File: config.mk
export PLATFORM = sky130hd
export DESIGN_NAME = ddr3_app_ctrl_flat
export DESIGN_NICKNAME = d
export VERILOG_FILES = /design/src/rtl/ddr3_app_pkg.sv /design/src/rtl/ddr3_app_ctrl_if.sv /design/src/rtl/ddr3_resp_fifo.sv /design/src/rtl/ddr3_app_ctrl.sv /design/src/flat_wrapper.sv
export SDC_FILE = /design/constraint.sdc
export NUM_CORES = 2
export LEC_CHECK = 0
export ABC_AREA = 1
export BUFFER_PORTS_ARGS = -buffer_cell sky130_fd_sc_hd__buf_2
export CAP_MARGIN = 10
export CORE_AREA = 2 2 670 672
export DETAILED_ROUTE_END_ITERATION = 10
export DIE_AREA = 0 0 672 674
export GPL_TIMING_DRIVEN = 0
export HOLD_SLACK_MARGIN = 0.06
export PLACE_DENSITY_LB_ADDON = 0.12
export SLEW_MARGIN = 20
export SYNTH_ARGS = -nofsm -noshare
export SYNTH_HDL_FRONTEND = slang
export SYNTH_SLANG_ARGS = --single-unit
File: constraint.sdc
create_clock -name ui_clk -period 75 [get_ports ui_clk]
set_input_delay 7.5 -clock ui_clk [delete_from_list [all_inputs] [get_ports ui_clk]]
set_output_delay 7.5 -clock ui_clk [all_outputs]
set_load 0.02 [all_outputs]
File: src/rtl/ddr3_app_pkg.sv
// rtl/ddr3_app_pkg.sv - shared constants and FSM state type for the DDR3 app adapter
package ddr3_app_pkg;

  localparam logic [2:0] CMD_WRITE  = 3'b000;
  localparam logic [2:0] CMD_READ   = 3'b001;
  localparam int         LINE_W     = 512;
  localparam int         BEAT_W     = 256;
  localparam int         APP_ADDR_W = 27;

  typedef enum logic [1:0] {
    ST_IDLE,
    ST_WRITE,
    ST_READ
  } state_e;

endpackage

File: src/rtl/ddr3_app_ctrl_if.sv
// rtl/ddr3_app_ctrl_if.sv - request/response and MIG app_* signal bundle
interface ddr3_app_ctrl_if
  import ddr3_app_pkg::*;
#(
  parameter int LINE_ADDR_W = 24
);

  logic                    init_calib_complete;
  logic                    req_valid;
  logic                    req_ready;
  logic                    req_write;
  logic [LINE_ADDR_W-1:0]  req_addr;
  logic [LINE_W-1:0]       req_data;
  logic [LINE_W/8-1:0]     req_be;
  logic                    resp_valid;
  logic                    resp_ready;
  logic [LINE_W-1:0]       resp_data;
  logic [APP_ADDR_W-1:0]   app_addr;
  logic [2:0]              app_cmd;
  logic                    app_en;
  logic                    app_rdy;
  logic [BEAT_W-1:0]       app_wdf_data;
  logic [BEAT_W/8-1:0]     app_wdf_mask;
  logic                    app_wdf_wren;
  logic                    app_wdf_end;
  logic                    app_wdf_rdy;
  logic [BEAT_W-1:0]       app_rd_data;
  logic                    app_rd_data_valid;
  logic                    app_rd_data_end;
  logic                    err_sticky;

  // master: requester plus memory side; slave: the adapter itself
  modport master (
    output init_calib_complete, req_valid, req_write, req_addr, req_data, req_be,
    output resp_ready, app_rdy, app_wdf_rdy, app_rd_data, app_rd_data_valid, app_rd_data_end,
    input  req_ready, resp_valid, resp_data, app_addr, app_cmd, app_en,
    input  app_wdf_data, app_wdf_mask, app_wdf_wren, app_wdf_end, err_sticky
  );

  modport slave (
    input  init_calib_complete, req_valid, req_write, req_addr, req_data, req_be,
    input  resp_ready, app_rdy, app_wdf_rdy, app_rd_data, app_rd_data_valid, app_rd_data_end,
    output req_ready, resp_valid, resp_data, app_addr, app_cmd, app_en,
    output app_wdf_data, app_wdf_mask, app_wdf_wren, app_wdf_end, err_sticky
  );

endinterface

File: src/rtl/ddr3_resp_fifo.sv
// rtl/ddr3_resp_fifo.sv - synchronous read-line FIFO with registered occupancy count
module ddr3_resp_fifo #(
  parameter int DEPTH = 4,
  parameter int WIDTH = 512,
  localparam int AW   = $clog2(DEPTH),
  localparam int CW   = AW + 1
) (
  input  logic             clk_i,
  input  logic             rst_i,
  input  logic             push_i,
  input  logic [WIDTH-1:0] push_data_i,
  input  logic             pop_i,
  output logic [WIDTH-1:0] head_o,
  output logic             valid_o,
  output logic [CW-1:0]    count_o
);

  logic [WIDTH-1:0] mem_q [DEPTH];
  logic [AW-1:0]    wr_ptr_q;
  logic [AW-1:0]    rd_ptr_q;
  logic [CW-1:0]    count_q;
  logic             push_ok;
  logic             pop_ok;

  assign push_ok = push_i && (count_q != CW'(DEPTH));
  assign pop_ok  = pop_i && (count_q != '0);
  assign head_o  = mem_q[rd_ptr_q];
  assign valid_o = (count_q != '0);
  assign count_o = count_q;

  always_ff @(posedge clk_i) begin
    if (rst_i) begin
      wr_ptr_q <= '0;
      rd_ptr_q <= '0;
      count_q  <= '0;
    end else begin
      if (push_ok) wr_ptr_q <= wr_ptr_q + AW'(1);
      if (pop_ok)  rd_ptr_q <= rd_ptr_q + AW'(1);
      count_q <= count_q + CW'(push_ok) - CW'(pop_ok);
    end
  end

  always_ff @(posedge clk_i) begin
    if (push_ok) mem_q[wr_ptr_q] <= push_data_i;
  end

endmodule

File: src/rtl/ddr3_app_ctrl.sv
// rtl/ddr3_app_ctrl.sv - 64B line request adapter onto the MIG DDR3 app_* interface
module ddr3_app_ctrl
  import ddr3_app_pkg::*;
#(
  parameter int RESP_DEPTH  = 4,
  parameter int LINE_ADDR_W = 24
) (
  input  logic            ui_clk,
  input  logic            ui_clk_sync_rst,
  ddr3_app_ctrl_if.slave  bus
);

  localparam int CW = $clog2(RESP_DEPTH) + 1;

  state_e                  state_q;
  logic                    cmd_done_q;
  logic                    data_done_q;
  logic                    beat_sel_q;
  logic [BEAT_W-1:0]       wr_hi_q;
  logic [BEAT_W/8-1:0]     be_hi_q;
  logic [APP_ADDR_W-1:0]   app_addr_q;
  logic [2:0]              app_cmd_q;
  logic                    app_en_q;
  logic [BEAT_W-1:0]       wdf_data_q;
  logic [BEAT_W/8-1:0]     wdf_mask_q;
  logic                    wdf_wren_q;
  logic                    wdf_end_q;
  logic [CW-1:0]           credits_q;
  logic [BEAT_W-1:0]       rd_lo_q;
  logic                    err_q;
  logic [CW-1:0]           fifo_count;

  logic req_ready;
  logic req_fire;
  logic resp_fire;
  logic cmd_fire;
  logic beat_fire;
  logic rd_inc;

  // Credits count reads in flight plus lines parked in the FIFO, so the
  // return path can never overrun it despite having no backpressure.
  assign req_ready = (state_q == ST_IDLE) && bus.init_calib_complete
                     && (credits_q < CW'(RESP_DEPTH));
  assign req_fire  = bus.req_valid && req_ready;
  assign resp_fire = bus.resp_valid && bus.resp_ready;
  assign cmd_fire  = app_en_q && bus.app_rdy;
  assign beat_fire = wdf_wren_q && bus.app_wdf_rdy;
  assign rd_inc    = req_fire && !bus.req_write;

  assign bus.req_ready    = req_ready;
  assign bus.app_addr     = app_addr_q;
  assign bus.app_cmd      = app_cmd_q;
  assign bus.app_en       = app_en_q;
  assign bus.app_wdf_data = wdf_data_q;
  assign bus.app_wdf_mask = wdf_mask_q;
  assign bus.app_wdf_wren = wdf_wren_q;
  assign bus.app_wdf_end  = wdf_end_q;
  assign bus.err_sticky   = err_q;

  always_ff @(posedge ui_clk) begin
    if (ui_clk_sync_rst) begin
      state_q     <= ST_IDLE;
      cmd_done_q  <= 1'b0;
      data_done_q <= 1'b0;
      beat_sel_q  <= 1'b0;
      wr_hi_q     <= '0;
      be_hi_q     <= '0;
      app_addr_q  <= '0;
      app_cmd_q   <= CMD_WRITE;
      app_en_q    <= 1'b0;
      wdf_data_q  <= '0;
      wdf_mask_q  <= '0;
      wdf_wren_q  <= 1'b0;
      wdf_end_q   <= 1'b0;
    end else begin
      case (state_q)
        ST_IDLE: begin
          if (req_fire) begin
            app_addr_q <= APP_ADDR_W'({bus.req_addr[LINE_ADDR_W-1:0], 3'b000});
            app_en_q   <= 1'b1;
            if (bus.req_write) begin
              state_q     <= ST_WRITE;
              app_cmd_q   <= CMD_WRITE;
              wdf_wren_q  <= 1'b1;
              wdf_end_q   <= 1'b0;
              wdf_data_q  <= bus.req_data[BEAT_W-1:0];
              wdf_mask_q  <= ~bus.req_be[BEAT_W/8-1:0];
              wr_hi_q     <= bus.req_data[LINE_W-1:BEAT_W];
              be_hi_q     <= bus.req_be[LINE_W/8-1:BEAT_W/8];
              cmd_done_q  <= 1'b0;
              data_done_q <= 1'b0;
              beat_sel_q  <= 1'b0;
            end else begin
              state_q   <= ST_READ;
              app_cmd_q <= CMD_READ;
            end
          end
        end
        ST_WRITE: begin
          if (cmd_fire) begin
            app_en_q   <= 1'b0;
            cmd_done_q <= 1'b1;
          end
          if (beat_fire) begin
            if (!beat_sel_q) begin
              beat_sel_q <= 1'b1;
              wdf_data_q <= wr_hi_q;
              wdf_mask_q <= ~be_hi_q;
              wdf_end_q  <= 1'b1;
            end else begin
              wdf_wren_q  <= 1'b0;
              wdf_end_q   <= 1'b0;
              data_done_q <= 1'b1;
            end
          end
          // Command and data channels finish independently; leave once both have.
          if ((cmd_done_q || cmd_fire) && (data_done_q || (beat_fire && beat_sel_q)))
            state_q <= ST_IDLE;
        end
        ST_READ: begin
          if (cmd_fire) begin
            app_en_q <= 1'b0;
            state_q  <= ST_IDLE;
          end
        end
        default: state_q <= ST_IDLE;
      endcase
    end
  end

  always_ff @(posedge ui_clk) begin
    if (ui_clk_sync_rst) begin
      rd_lo_q   <= '0;
      credits_q <= '0;
      err_q     <= 1'b0;
    end else begin
      if (bus.app_rd_data_valid && !bus.app_rd_data_end) rd_lo_q <= bus.app_rd_data;
      case ({rd_inc, resp_fire})
        2'b10:   credits_q <= credits_q + CW'(1);
        2'b01:   credits_q <= credits_q - CW'(1);
        default: credits_q <= credits_q;
      endcase
      if (bus.app_rd_data_valid && (credits_q == fifo_count)) err_q <= 1'b1;
    end
  end

  ddr3_resp_fifo #(
    .DEPTH (RESP_DEPTH),
    .WIDTH (LINE_W)
  ) u_resp_fifo (
    .clk_i       (ui_clk),
    .rst_i       (ui_clk_sync_rst),
    .push_i      (bus.app_rd_data_valid && bus.app_rd_data_end),
    .push_data_i ({bus.app_rd_data, rd_lo_q}),
    .pop_i       (resp_fire),
    .head_o      (bus.resp_data),
    .valid_o     (bus.resp_valid),
    .count_o     (fifo_count)
  );

endmodule
File: src/flat_wrapper.sv
// flat-port wrapper written by rule: the top's interface ports become plain ports
module ddr3_app_ctrl_flat import ddr3_app_pkg::*;
#(
  parameter int RESP_DEPTH  = 4,
  parameter int LINE_ADDR_W = 24
)
  (ui_clk, ui_clk_sync_rst, bus_init_calib_complete, bus_req_valid, bus_req_write, bus_req_addr, bus_req_data, bus_req_be, bus_resp_ready, bus_app_rdy, bus_app_wdf_rdy, bus_app_rd_data, bus_app_rd_data_valid, bus_app_rd_data_end, bus_req_ready, bus_resp_valid, bus_resp_data, bus_app_addr, bus_app_cmd, bus_app_en, bus_app_wdf_data, bus_app_wdf_mask, bus_app_wdf_wren, bus_app_wdf_end, bus_err_sticky);
  ddr3_app_ctrl_if #(.LINE_ADDR_W(LINE_ADDR_W)) bus_i ();
  input  logic ui_clk;
  input  logic ui_clk_sync_rst;
  input wire logic [$bits(bus_i.init_calib_complete)-1:0] bus_init_calib_complete;
  input wire logic [$bits(bus_i.req_valid)-1:0] bus_req_valid;
  input wire logic [$bits(bus_i.req_write)-1:0] bus_req_write;
  input wire logic [$bits(bus_i.req_addr)-1:0] bus_req_addr;
  input wire logic [$bits(bus_i.req_data)-1:0] bus_req_data;
  input wire logic [$bits(bus_i.req_be)-1:0] bus_req_be;
  input wire logic [$bits(bus_i.resp_ready)-1:0] bus_resp_ready;
  input wire logic [$bits(bus_i.app_rdy)-1:0] bus_app_rdy;
  input wire logic [$bits(bus_i.app_wdf_rdy)-1:0] bus_app_wdf_rdy;
  input wire logic [$bits(bus_i.app_rd_data)-1:0] bus_app_rd_data;
  input wire logic [$bits(bus_i.app_rd_data_valid)-1:0] bus_app_rd_data_valid;
  input wire logic [$bits(bus_i.app_rd_data_end)-1:0] bus_app_rd_data_end;
  output wire logic [$bits(bus_i.req_ready)-1:0] bus_req_ready;
  output wire logic [$bits(bus_i.resp_valid)-1:0] bus_resp_valid;
  output wire logic [$bits(bus_i.resp_data)-1:0] bus_resp_data;
  output wire logic [$bits(bus_i.app_addr)-1:0] bus_app_addr;
  output wire logic [$bits(bus_i.app_cmd)-1:0] bus_app_cmd;
  output wire logic [$bits(bus_i.app_en)-1:0] bus_app_en;
  output wire logic [$bits(bus_i.app_wdf_data)-1:0] bus_app_wdf_data;
  output wire logic [$bits(bus_i.app_wdf_mask)-1:0] bus_app_wdf_mask;
  output wire logic [$bits(bus_i.app_wdf_wren)-1:0] bus_app_wdf_wren;
  output wire logic [$bits(bus_i.app_wdf_end)-1:0] bus_app_wdf_end;
  output wire logic [$bits(bus_i.err_sticky)-1:0] bus_err_sticky;
  assign bus_i.init_calib_complete = bus_init_calib_complete;
  assign bus_i.req_valid = bus_req_valid;
  assign bus_i.req_write = bus_req_write;
  assign bus_i.req_addr = bus_req_addr;
  assign bus_i.req_data = bus_req_data;
  assign bus_i.req_be = bus_req_be;
  assign bus_i.resp_ready = bus_resp_ready;
  assign bus_i.app_rdy = bus_app_rdy;
  assign bus_i.app_wdf_rdy = bus_app_wdf_rdy;
  assign bus_i.app_rd_data = bus_app_rd_data;
  assign bus_i.app_rd_data_valid = bus_app_rd_data_valid;
  assign bus_i.app_rd_data_end = bus_app_rd_data_end;
  assign bus_req_ready = bus_i.req_ready;
  assign bus_resp_valid = bus_i.resp_valid;
  assign bus_resp_data = bus_i.resp_data;
  assign bus_app_addr = bus_i.app_addr;
  assign bus_app_cmd = bus_i.app_cmd;
  assign bus_app_en = bus_i.app_en;
  assign bus_app_wdf_data = bus_i.app_wdf_data;
  assign bus_app_wdf_mask = bus_i.app_wdf_mask;
  assign bus_app_wdf_wren = bus_i.app_wdf_wren;
  assign bus_app_wdf_end = bus_i.app_wdf_end;
  assign bus_err_sticky = bus_i.err_sticky;
  ddr3_app_ctrl #(.RESP_DEPTH(RESP_DEPTH), .LINE_ADDR_W(LINE_ADDR_W)) u_core (.ui_clk(ui_clk), .ui_clk_sync_rst(ui_clk_sync_rst), .bus(bus_i));
endmodule
==> reports/metrics.yaml <==
detailed_routing:
  vias: 88410
  detailedRoute.firstPassIterationCount: 5
  routed_via_density: 4.570
  wl_per_instance_um: 28.17
  drt.antenna.violating_nets: 0
  remaining_routing_drc_violations: 0
  routed_wl_um: 545000
  drtIter0Drc: 6278
pwr:
  share_seq_of_total_power: 0.360
  power.share.combinational: 0.322
  power.share.clock: 0.318
  leakage_nw: 57.29
  p_switching_mw: 2.113
  sw_frac_of_total: 0.3880
  internal-power_mw: 3.333
  peakVddDrop_mv: 0.02334
  power.density_cell_area_nw_per_um2: 37.59
clock_tree:
  cts.path.max_buffers: 4
  cts_tree: "done"
  cts-buffers-inserted: 353
  clock-sinks: 2926
  cts.reportedPaths.clkPinSlew_ns: 0.06
  clk-insertion-delay-late_ns: 0.98
  cts-hold-fix-buffers: 0
  post-cts-setup-buffers: 0
  post_cts_resize_count: 0
  root_buffer: "clkbuf_16"
  cts-htree-levels: 5
place:
  pre_cts_ws_ns: 58.19
  hpwlAfterDp_um: 419500
  placement.cell_area_um2: 132800
  gp_routability_congestion: 0.9404
  port_buffers: 1694
global_routing:
  antenna_found_initial: 288
  globalRouteTotalUtil: 0.2307
  overflow: 0
  grt_first_pass_wirelength_um: 726700
  first_global_vias: 85640
  grt_start_max_net_pins: 22
logic_synthesis:
  synth_most_common_cell: "nor2_1"
  synth.top_cells.by_count: "nor2_1, edfxtp_1, o21ai_0"
  post_synthesis_mean_instance_area_um2: 10.58
  netlist.area_leader.share: 0.5421
  synth.cell_area_um2: 113400
  synth_enable_flop_cells: 2048
  postSynth.asyncResetShare: 0
  synth_instances: 10720
  synth_sequential_area_ratio: 0.6971
  ys_types: 30
  post-synth-top-area-cell: "edfxtp_1"
  synth_flop_cell: "edfxtp_1"
  synth_warnings: 0
  synth.ff_latch_count: 2926
  netlist_top_cells_area: "edfxtp_1, dfxtp_1, nor2_1"
floorplanning:
  total_die_area_um2: 452900
  floorplan.die.width_um: 672
  rows: 246
  starting_density_of_the_core: 0.2540
  core_area_um2: 446600
  io_pins: 1702
  floorplan.die.height_um: 674
sta:
  setup_repair_after_global_routing_missed_its_margin: "no"
  fmax_mhz: 59.71
  maxSlewViolCount: 0
  min_period_ns: 16.75
  final_min_period_over_clock_period: 0.2233
  timing_worst_slew_pin_value_ns: 1.098
  hold_viol_final: 0
  finalSetupViolations: 0
  fin_ws_ns: 58.25
  worst_case_headroom_to_the_max_slew_limit: 0.2633
  fin_tns_setup_ns: 0
  fin_worst_skew_ns: 0.08951
setup_path:
  timing.critical_path.required_ns: 67.50
  setup.worst_path.start_class: "primary input"
  worstPathArrival_ns: 9.25
  worstSetupEndpointType: "primary output"
  cp_common_cell: "buf_2"
  crit_fanout: 10
  setup.worst_path.class: "in2out"
  crit_path_cell_trace: "buf_2, nand2_1, nor2_4, clkbuf_1, buf_2"
  worst_path_largest_cell_delay_ns: 0.74
  critPathSlowestCell: "clkbuf_1"
min_path:
  hold_class: "reg2reg"
final_layout:
  filler_cell_count: 46490
  layout.nets: 13800
  finished_layout_cell_area_um2: 144900
  layout-drive-gt1-share: 0.2066
  finalCoreUtilization: 0.3244
  syn_to_final_growth_pct: 27.71
run_status:
  status: "finished clean"
flow_run:
  cap_violations: 0
path summary, 6_finish.rpt:
path	start	to	slack, ns	depth (start not counted)
min	u_core.data_done_q	u_core.data_done_q	0.46	2
min reg2reg	u_core.data_done_q	u_core.data_done_q	0.46	2
max	bus_init_calib_complete	bus_req_ready	58.25	5
max reg2reg	u_core.state_q[0]	u_core.wr_hi_q[153]	71.51	11
worst max-delay path, delay by kind of cell:
kind	cells	cell delay (ns)
buffers and inverters	3	1.24
AND/OR/NAND/NOR	2	0.47
placed cells by master, fill, tap and decap left out, types with 50 or more instances in the layout:
master     count
diode_2      174
inv_1        685
nor3_1       288
clkbuf_16    358
nand4_1      289
nor2_1      2226
clkbuf_1     659
o21ai_1      210
buf_16        56
buf_1         50
o21ai_0     1365
o22ai_1      513
nand2_1      887
a21oi_1      298
clkbuf_8      55
dfxtp_1      878
inv_2        179
edfxtp_1    2048
buf_12        87
buf_2       1826
layer usage:
metal  up-vias  GRT usage  wire length, um  share of wire
li1      41640          -                -              -
met5         -          0              545         0.0010
met3      1127    0.05325            33770          0.062
met2      2768     0.3999           268000           0.49
met1     42790     0.2607           207600           0.38
met4        82     0.1305            35130          0.064
layout make-up:
class,count,area [um^2],area share
sequential,2926,79080,0.5458
inverter,865,3247,0.02241
timing repair buffer,1841,11820,0.08159
buffer,792,3214,0.02219
tap,5952,7447,0.05140
multi-input combinational,6143,28020,0.1934
clock inverter,144,1539,0.01062
clock buffer,511,10080,0.06960
antenna,174,435.4,0.003005
state kept, by name (all words and copies together), names as in the netlist, 2 cells and up, named ones only:
signal                       count
u_core.state_q                   2
u_core.be_hi_q                  32
u_core.u_resp_fifo.rd_ptr_q      2
u_core.bus.app_wdf_data        256
u_core.u_resp_fifo.mem_q      2048
u_core.bus.app_addr             24
u_core.rd_lo_q                 256
u_core.u_resp_fifo.count_o       3
u_core.bus.app_wdf_mask         32
u_core.u_resp_fifo.wr_ptr_q      2
u_core.credits_q                 3
u_core.wr_hi_q                 256
metrics by stage:
stage	hold slack (ns)	total power, mW	instances
2_1_floorplan	0.4334	2.958	10730
3_3_place_gp	0.4462	3.845	18370
3_5_place_dp	0.4514	3.765	18520
4_1_cts	0.4589	5.516	19170
5_1_grt	0.4707	5.692	19300
6_report	0.4582	5.446	19350
logic make-up (layout without fill, tap and decap cells):
| logic type | Yosys count | count (layout) | share of synthesized area |
|---|---|---|---|
| compound gates | 2388 | 2388 | 0.1111 |
| xor+xnor | 1 | 1 | 0.00007722 |
| fa+ha+maj | 12 | 12 | 0.001456 |
| buf+inv | 1657 | 4153 | 0.05644 |
| flops | 2926 | 2926 | 0.6971 |
| other cells | 1 | 179 | 0.00003306 |
| simple gates | 3737 | 3737 | 0.1339 |
power by group through the flow:
stage	clock (mW)	sequential (mW)	combinational (mW)
floorplan	0	2.11	0.846
global placement	0	2.10	1.75
detailed placement	0	1.99	1.77
CTS	1.78	1.96	1.78
global route	1.83	1.97	1.89
finish	1.73	1.96	1.75
Power figures use the tool's default switching activity.
